==> src/rtl/dmem_arbiter.sv <==
// dmem_arbiter: two-requester front end for the 256-byte big-endian data memory.
// Requester C (pipeline MEM stage) has fixed priority; requester D (debug/loader)
// wins once it has lost MAX_WAIT consecutive arbitrations while requesting.
//
// state  | meaning
// IDLE   | no access in flight; arbitration point at the end of the cycle
// ACCESS | latched command presented to memory; winner's gnt is high
// RESP   | memory read data available; owner's rvalid is high; arbitration point
module dmem_arbiter #(
  parameter int MAX_WAIT = 4,
  parameter int CNT_W    = 4
) (
  input  logic        clk,
  input  logic        rst_n,
  input  logic        c_req,
  input  logic        c_we,
  input  logic [1:0]  c_size,
  input  logic        c_sign,
  input  logic [31:0] c_addr,
  input  logic [31:0] c_wdata,
  output logic        c_gnt,
  output logic        c_rvalid,
  output logic [31:0] c_rdata,
  output logic        c_err,
  output logic        c_stall,
  input  logic        d_req,
  input  logic        d_we,
  input  logic [1:0]  d_size,
  input  logic        d_sign,
  input  logic [31:0] d_addr,
  input  logic [31:0] d_wdata,
  output logic        d_gnt,
  output logic        d_rvalid,
  output logic [31:0] d_rdata,
  output logic        d_err,
  output logic [1:0]  mem_inchoice,
  output logic [2:0]  mem_outchoice,
  output logic [31:0] mem_addr,
  output logic [31:0] mem_wdata,
  input  logic [31:0] mem_rdata
);

  typedef enum logic [1:0] {IDLE, ACCESS, RESP} state_t;

  localparam logic [CNT_W-1:0] MAX_WAIT_C = CNT_W'(MAX_WAIT);

  state_t           state_q, state_d;
  logic [CNT_W-1:0] starve_q, starve_d;
  logic             owner_q, owner_d;   // 1 = D owns the current access
  logic             we_q, we_d;
  logic             err_q, err_d;
  logic [1:0]       inch_q, inch_d;
  logic [2:0]       outch_q, outch_d;
  logic [31:0]      maddr_q, maddr_d;
  logic [31:0]      mwdata_q, mwdata_d;

  logic        any_req, d_win;
  logic        sel_we, sel_sign, sel_err;
  logic [1:0]  sel_size;
  logic [31:0] sel_addr, sel_wdata;

  // Winner selection and command checking for the current arbitration point
  always_comb begin
    any_req   = c_req | d_req;
    d_win     = d_req & (~c_req | (starve_q >= MAX_WAIT_C));
    sel_we    = d_win ? d_we    : c_we;
    sel_size  = d_win ? d_size  : c_size;
    sel_sign  = d_win ? d_sign  : c_sign;
    sel_addr  = d_win ? d_addr  : c_addr;
    sel_wdata = d_win ? d_wdata : c_wdata;
    sel_err   = (sel_addr[31:8] != 24'h0) ||
                (sel_size == 2'b11) ||
                ((sel_size == 2'b00) && (sel_addr[1:0] != 2'b00)) ||
                ((sel_size == 2'b01) && sel_addr[0]);
  end

  // Next state, command latch and memory control translation
  always_comb begin
    state_d  = state_q;
    starve_d = starve_q;
    owner_d  = owner_q;
    we_d     = we_q;
    err_d    = err_q;
    inch_d   = 2'b00;
    outch_d  = 3'b111;
    maddr_d  = 32'h0;
    mwdata_d = 32'h0;
    case (state_q)
      IDLE, RESP: begin
        if (any_req) begin
          state_d = ACCESS;
          owner_d = d_win;
          we_d    = sel_we;
          err_d   = sel_err;
          maddr_d = sel_addr;
          if (sel_we) mwdata_d = sel_wdata;
          // Errored commands leave the memory bus in its idle encoding.
          if (!sel_err) begin
            if (sel_we) begin
              case (sel_size)
                2'b00:   inch_d = 2'b01;
                2'b01:   inch_d = 2'b10;
                2'b10:   inch_d = 2'b11;
                default: inch_d = 2'b00;
              endcase
            end else begin
              case (sel_size)
                2'b00:   outch_d = 3'b000;
                2'b01:   outch_d = sel_sign ? 3'b001 : 3'b010;
                2'b10:   outch_d = sel_sign ? 3'b011 : 3'b100;
                default: outch_d = 3'b111;
              endcase
            end
          end
          if (d_win) begin
            starve_d = '0;
          end else if (d_req && (starve_q != '1)) begin
            starve_d = starve_q + CNT_W'(1);
          end
        end else begin
          state_d = IDLE;
        end
      end
      ACCESS:  state_d = RESP;
      default: state_d = IDLE;
    endcase
  end

  // State and memory-control registers with synchronous reset
  always_ff @(posedge clk) begin
    if (!rst_n) begin
      state_q  <= IDLE;
      starve_q <= '0;
      owner_q  <= 1'b0;
      we_q     <= 1'b0;
      err_q    <= 1'b0;
      inch_q   <= 2'b00;
      outch_q  <= 3'b111;
      maddr_q  <= 32'h0;
      mwdata_q <= 32'h0;
    end else begin
      state_q  <= state_d;
      starve_q <= starve_d;
      owner_q  <= owner_d;
      we_q     <= we_d;
      err_q    <= err_d;
      inch_q   <= inch_d;
      outch_q  <= outch_d;
      maddr_q  <= maddr_d;
      mwdata_q <= mwdata_d;
    end
  end

  // A store caught in ACCESS when reset arrives must not reach the memory.
  assign mem_inchoice  = rst_n ? inch_q : 2'b00;
  assign mem_outchoice = outch_q;
  assign mem_addr      = maddr_q;
  assign mem_wdata     = mwdata_q;

  assign c_gnt    = (state_q == ACCESS) & ~owner_q;
  assign d_gnt    = (state_q == ACCESS) &  owner_q;
  assign c_rvalid = (state_q == RESP) & ~owner_q;
  assign d_rvalid = (state_q == RESP) &  owner_q;
  assign c_err    = c_rvalid & err_q;
  assign d_err    = d_rvalid & err_q;
  assign c_rdata  = (c_rvalid && !we_q && !err_q) ? mem_rdata : 32'h0;
  assign d_rdata  = (d_rvalid && !we_q && !err_q) ? mem_rdata : 32'h0;
  assign c_stall  = c_req & ~c_gnt;

endmodule

==> config.mk <==
export PLATFORM = sky130hd
export DESIGN_NAME = dmem_arbiter
export DESIGN_NICKNAME = d
export VERILOG_FILES = /design/src/rtl/dmem_arbiter.sv
export SDC_FILE = /design/constraint.sdc
export NUM_CORES = 1
export LEC_CHECK = 0
export BUFFER_PORTS_ARGS = -buffer_cell sky130_fd_sc_hd__buf_2
export CORE_AREA = 2 2 121 123
export DETAILED_ROUTE_END_ITERATION = 8
export DIE_AREA = 0 0 123 125
export SYNTH_ARGS = -nofsm -noshare
export SYNTH_HDL_FRONTEND = slang
export SYNTH_SLANG_ARGS = --single-unit
==> constraint.sdc <==
create_clock -name clk -period 3.99 [get_ports clk]
set_input_delay 0.798 -clock clk [delete_from_list [all_inputs] [get_ports clk]]
set_output_delay 0.798 -clock clk [all_outputs]
set_load 0.02 [all_outputs]
# ---- Yosys cells after proc, flatten, opt, wreduce, memory -nomap -nowiden
# Index checks and enable logic that the tools add are counted.
dict set report totals {
  elab_cells 74
  output_inout_bits 140
  inputBits 172
  ff_bits 78
}
dict set report classes {
  add_sub_neg 1
  n_mux 16
  eq_ne 6
  n_bitwise 17
  magnitude_cmp 1
  reduce_logical 24
}
# op count
set ops {}
lappend ops {{$mux 32} 4}
lappend ops {{$reduce_bool 24->1} 1}
lappend ops {{$reduce_or 5->1} 2}
lappend ops {{$pmux 3 s3} 1}
lappend ops {{$and 1x1->1} 8}
lappend ops {{$mux 4} 2}
lappend ops {{$logic_and 1x1->1} 7}
lappend ops {{$not 1->1} 7}
lappend ops {{$eq 2x2->1 const B} 3}
lappend ops {{$mux 2} 3}
lappend ops {{$pmux 2 s3} 1}
lappend ops {{$reduce_and 3->1} 2}
lappend ops {{$add 4x1->4 const B} 1}
lappend ops {{$eq 2x1->1 const B} 2}
lappend ops {{$ge 4x3->1 const B} 1}
lappend ops {{$logic_not 2->1} 2}
lappend ops {{$ne 4x4->1 const B} 1}
lappend ops {{$pmux 2 s2} 1}
lappend ops {{$reduce_and 4->1} 1}
lappend ops {{$reduce_bool 2->1} 2}
lappend ops {{$logic_or 1x1->1} 3}
lappend ops {{$mux 1} 3}
lappend ops {{$mux 3} 1}
lappend ops {{$logic_not 1->1} 2}
lappend ops {{3 further kinds} 4}

# ---- Logic depth before layout (Yosys ltp)
dict set report depth {
  word_depth 9
  mapped_depth 11
  ltp_nobuf 10
}

# ---- Worst setup path before layout
# Ideal clock, no wire load.
dict set report synth_path {
  kind {input -> register}
  from {input port c_req}
  to {register inch_q[0]}
  t_arrival_ns 3.244
  setup_time_ns 0.073
  path_slack_ns 0.674
  n_path_buf 1
  cell_stages 11
  required_ns 3.917
  path_cell_list {or3b_4 and2_4 clkbuf_1 mux2i_1 inv_1 ha_1 nor4_1 nand4_1 mux2_2 a2111oi_4 nor3b_2}
}
dict set report synth_via {
  elab_chain_len 9
  word_cells_on_any_way 22
  classes_between {eq/ne: 3; mux: 4; bitwise: 6; reduce/logical: 9}
}
# element line
set synth_lines {}
lappend synth_lines {{from (decl)} 15} ;# input logic c_req,
lappend synth_lines {{$not 1->1} 65} ;# d_win = d_req & (~c_req | (starve_q >= MAX_WAIT_C));
lappend synth_lines {{$or 1x1->1} 65}
lappend synth_lines {{$and 1x1->1} 65}
lappend synth_lines {{$mux 32 or $mux 2 (tied branches)} {69, 67}}
lappend synth_lines {{$reduce_bool 24->1 (tied with other cells)} 71} ;# sel_err = (sel_addr[31:8] != 24'h0) ||
lappend synth_lines {{$logic_or 1x1->1 or $logic_and 1x1->1 (tied branches)} {71, 73}}
lappend synth_lines {{$logic_or 1x1->1} 72} ;# (sel_size == 2'b11) ||
lappend synth_lines {{$logic_or 1x1->1} 73} ;# ((sel_size == 2'b00) && (sel_addr[1:0] != 2'b00)) ||
lappend synth_lines {{$reduce_or 5->1 (no source line)} --}
lappend synth_lines {{to (signal assigned)} 147} ;# inch_q <= inch_d;
lappend synth_lines {{to (decl)} 52} ;# logic [1:0] inch_q, inch_d;
# Several ways; a longest one is shown, not always the timed one.
# A chain may end at the register's enable or synchronous reset.

# ---- Final worst setup path
dict set report layout_path {
  from {input port c_req}
  to {register inch_q[1]}
}
# Same word-level chain as after synthesis.

==> run metrics <==
status finished, final reports clean; multiplexer share of the synthesized area 2.566%; capture point of the worst path inch_q[1]; Slew @ Worst Pin 0.8160 ns; Synth Area in XOR/XNOR 0%; crit path DAT roughly 3.5 ns; total track usage 15.88%; Critical Path RT 4.24 ns; synthesized area approximately 3500 µm²; initial antenna violation count 0; RR Startpoint starve_q[2]; GPL Wtd Cong about 0.80; Post-Synth Adder-Cell Area 1.807%; Crit Path Max Fanout 6; cts bufs inserted 9; max-cap viol count 0; drt first pass iters 4; mean area per synthesized cell about 7.8 µm²; final hold viol count 0; CTS root buf clkbuf_16; Post-synth EDFFs 0; routed vias/inst ~4.3; met3 routed WL 1191 µm; hold path depth 2; WS Path Type primary input to flop; Worst Skew between 0.008 and 0.009 ns; Ys Warns 0; die height roughly 130 µm; Bufs on Longest Clock Path 2; Cell Rows between 40 and 50; share of cells above drive strength 1 between 40% and 50%; Placeable Area 14,200 µm²; Final #Nets between 900 and 1,000; Synth Instances 446; worst r2r dst inch_q[1]; syn nets ~620; number of diodes 0; IO buf count 311; Synth Area in Simple Gates 35.49%; vias in the first global route between 3,000 and 4,000; WL met2 ~5800 µm; register area 1562 µm²; H-Tree Level Count 3; boundary pin count approximately 310; DIE AREA between 15,000 and 20,000 µm²; PostCTS Resize Cnt 0; Cell variety after synth 30; highest-count cells in the layout ignoring fill and taps 311 x buf_2, 130 x nand2_1, 78 x dfxtp_1; reg2reg path depth 10; dominant synthesized flop cell dfxtp_1; final period utilization 81.93%; CTS sink cnt 78; Crit. Startpoint c_req; most common cell after layout, fill and taps aside buf_2; top routing layer used met4; Clock Latency Late Sink 0.33 ns; Synth async-reset ratio 0%; Hold WC Path Type flop to flop; RSZ-0062 raised after global routing no; Fin Setup TNS 0 ns; area delta synth->final 58.94%; CP max stage cell a2111oi_4; sequential element share of the synthesized area a little under half; wirelength, routed about 13,000 µm; global-route wire length before repair roughly 19,000 µm; Fill cells around 1,500; CP cell instances buf_2 > or3b_4 > and2_4 > mux2i_1 > inv_1 > ha_1 > nor4_1 > nand4_1 > mux2_2 > a2111oi_4 > nor3b_2; largest family of logic cells by synthesized area simple AND/OR/NAND/NOR gates; Final Setup Violations 0; startpoint type of the worst setup path primary input; leakage power 3.009 nW; hold_buf cts 0; via count 4,049; Pwr per Cell Area approximately 360 nW/µm²; total gr overflow 0; Slowest Stage Delay on Critical Path ~0.46 ns; metal1 wirelength approximately 5400 µm; initial core utilization around a quarter; Post-DP HPWL around 10000 µm; Worst slew margin a little under half; Hold Slack around 0.46 ns; register bit total from synthesis 78; Fmax achieved 0.3059 GHz; VDD IR max between 0.15 and 0.2 mV; Clk pin slew, worst setup/hold paths approximately 0.060 ns; largest net degree at the start of global routing 69; post-DR wirelength/cell between 10 and 15 µm; post-synthesis compound-gate area fraction a little under an eighth; CTS tree built; r2r setup slk 0.95 ns; fin. max-slew vios 0; Critical Path End Type flop; area of the multi-input gates 1789 µm²; die width around 120 µm; Tmin final 3.269 ns; Detailed Route Iter0 Violations about 190; detailed-route DRC error count 0; remaining antenna violation count after routing 0; # Post-CTS Setup Buffers 0
[worst min-delay path by stage]
stage | start | end | slack (ns)
final | starve_q[1] | starve_q[1] | 0.46
after global routing | starve_q[2] | starve_q[2] | 0.50
after CTS | starve_q[1] | starve_q[1] | 0.46
after detailed placement | starve_q[1] | starve_q[1] | 0.45
after global placement | starve_q[1] | starve_q[1] | 0.45
after floorplan | starve_q[1] | starve_q[1] | 0.44
[layout make-up]
| type | count | share of cell area [%] |
|---|---|---|
| multi-input cells | 336 | 32.51 |
| repair buffers | 317 | 29.10 |
| flip-flops and latches | 78 | 28.38 |
| clock buffers | 11 | 4.411 |
| well taps | 184 | 4.184 |
| clock inverters | 5 | 1.069 |
| inverters | 5 | 0.3411 |
[critical path, delay by kind of cell]
family | cells | cell delay, ns
buffers and inverters | 2 | 0.23
adders and majority gates | 1 | 0.25
AOI/OAI and AO/OA | 1 | 0.46
muxes | 2 | 0.65
and+or+nand+nor | 5 | 1.14
[registers in the layout (all words and copies together) (netlist names)]
register / count
err_q: 1
inch_q: 2
mem_addr: 32
mem_outchoice: 3
mem_wdata: 32
owner_q: 1
starve_q: 4
state_q: 2
we_q: 1
[cells in the mapped netlist (2+ instances only)]
master	n	area share [%]
a21oi_1	66	9.5
nor2b_1	2	0.36
nor3b_2	2	0.72
nor3_1	3	0.43
nor4_1	10	1.8
buf_1	4	0.43
mux2_2	3	0.98
dfxtp_1	78	45
nor2_1	13	1.4
and2_1	69	12
nand2_1	130	14
mux2i_1	4	1.2
nand2b_1	3	0.54
a211oi_1	2	0.43
clkbuf_1	22	2.4
nor3b_1	6	1.3
nand4_1	3	0.54
inv_1	5	0.54
ha_1	5	1.8
nand3_1	6	0.87
[report_power, final]
group          total (mW)  leakage (nW)  switching [mW]  internal [mW]
registers           0.827         0.638          0.0124          0.815
clock network       0.836         0.142           0.333          0.502
logic               0.325          2.23           0.192          0.133
[kinds of logic (layout without fill, tap and decap cells)]
kind of cell / count (synthesis) / count (layout)
fa+ha+maj: 5 / 5
mux: 8 / 8
flops: 78 / 78
buf+inv: 32 / 338
simple gates: 251 / 251
compound gates: 72 / 72
[per-layer routing]
layer	global-route usage [%]	vias to the layer above
li1	-	2055
met1	19.37	1774
met2	25.84	202
met3	5.383	18
met4	5.682	0
met5	0	-
[through the flow]
step           setup slack (ns)  area [µm²]  instances  total power [mW]  util (%)
6_report                 0.7211        5503        936             1.988     38.74
4_1_cts                  0.7207        5503        936             2.020     38.74
3_5_place_dp             0.3638        5201        920             1.172     36.62
5_1_grt                  0.4867        5503        936             2.083     38.74
3_3_place_gp             0.5176        5201        920             1.171     36.62
2_1_floorplan            0.6738        3462        446             1.006         -
Power figures use the tool's default switching activity.
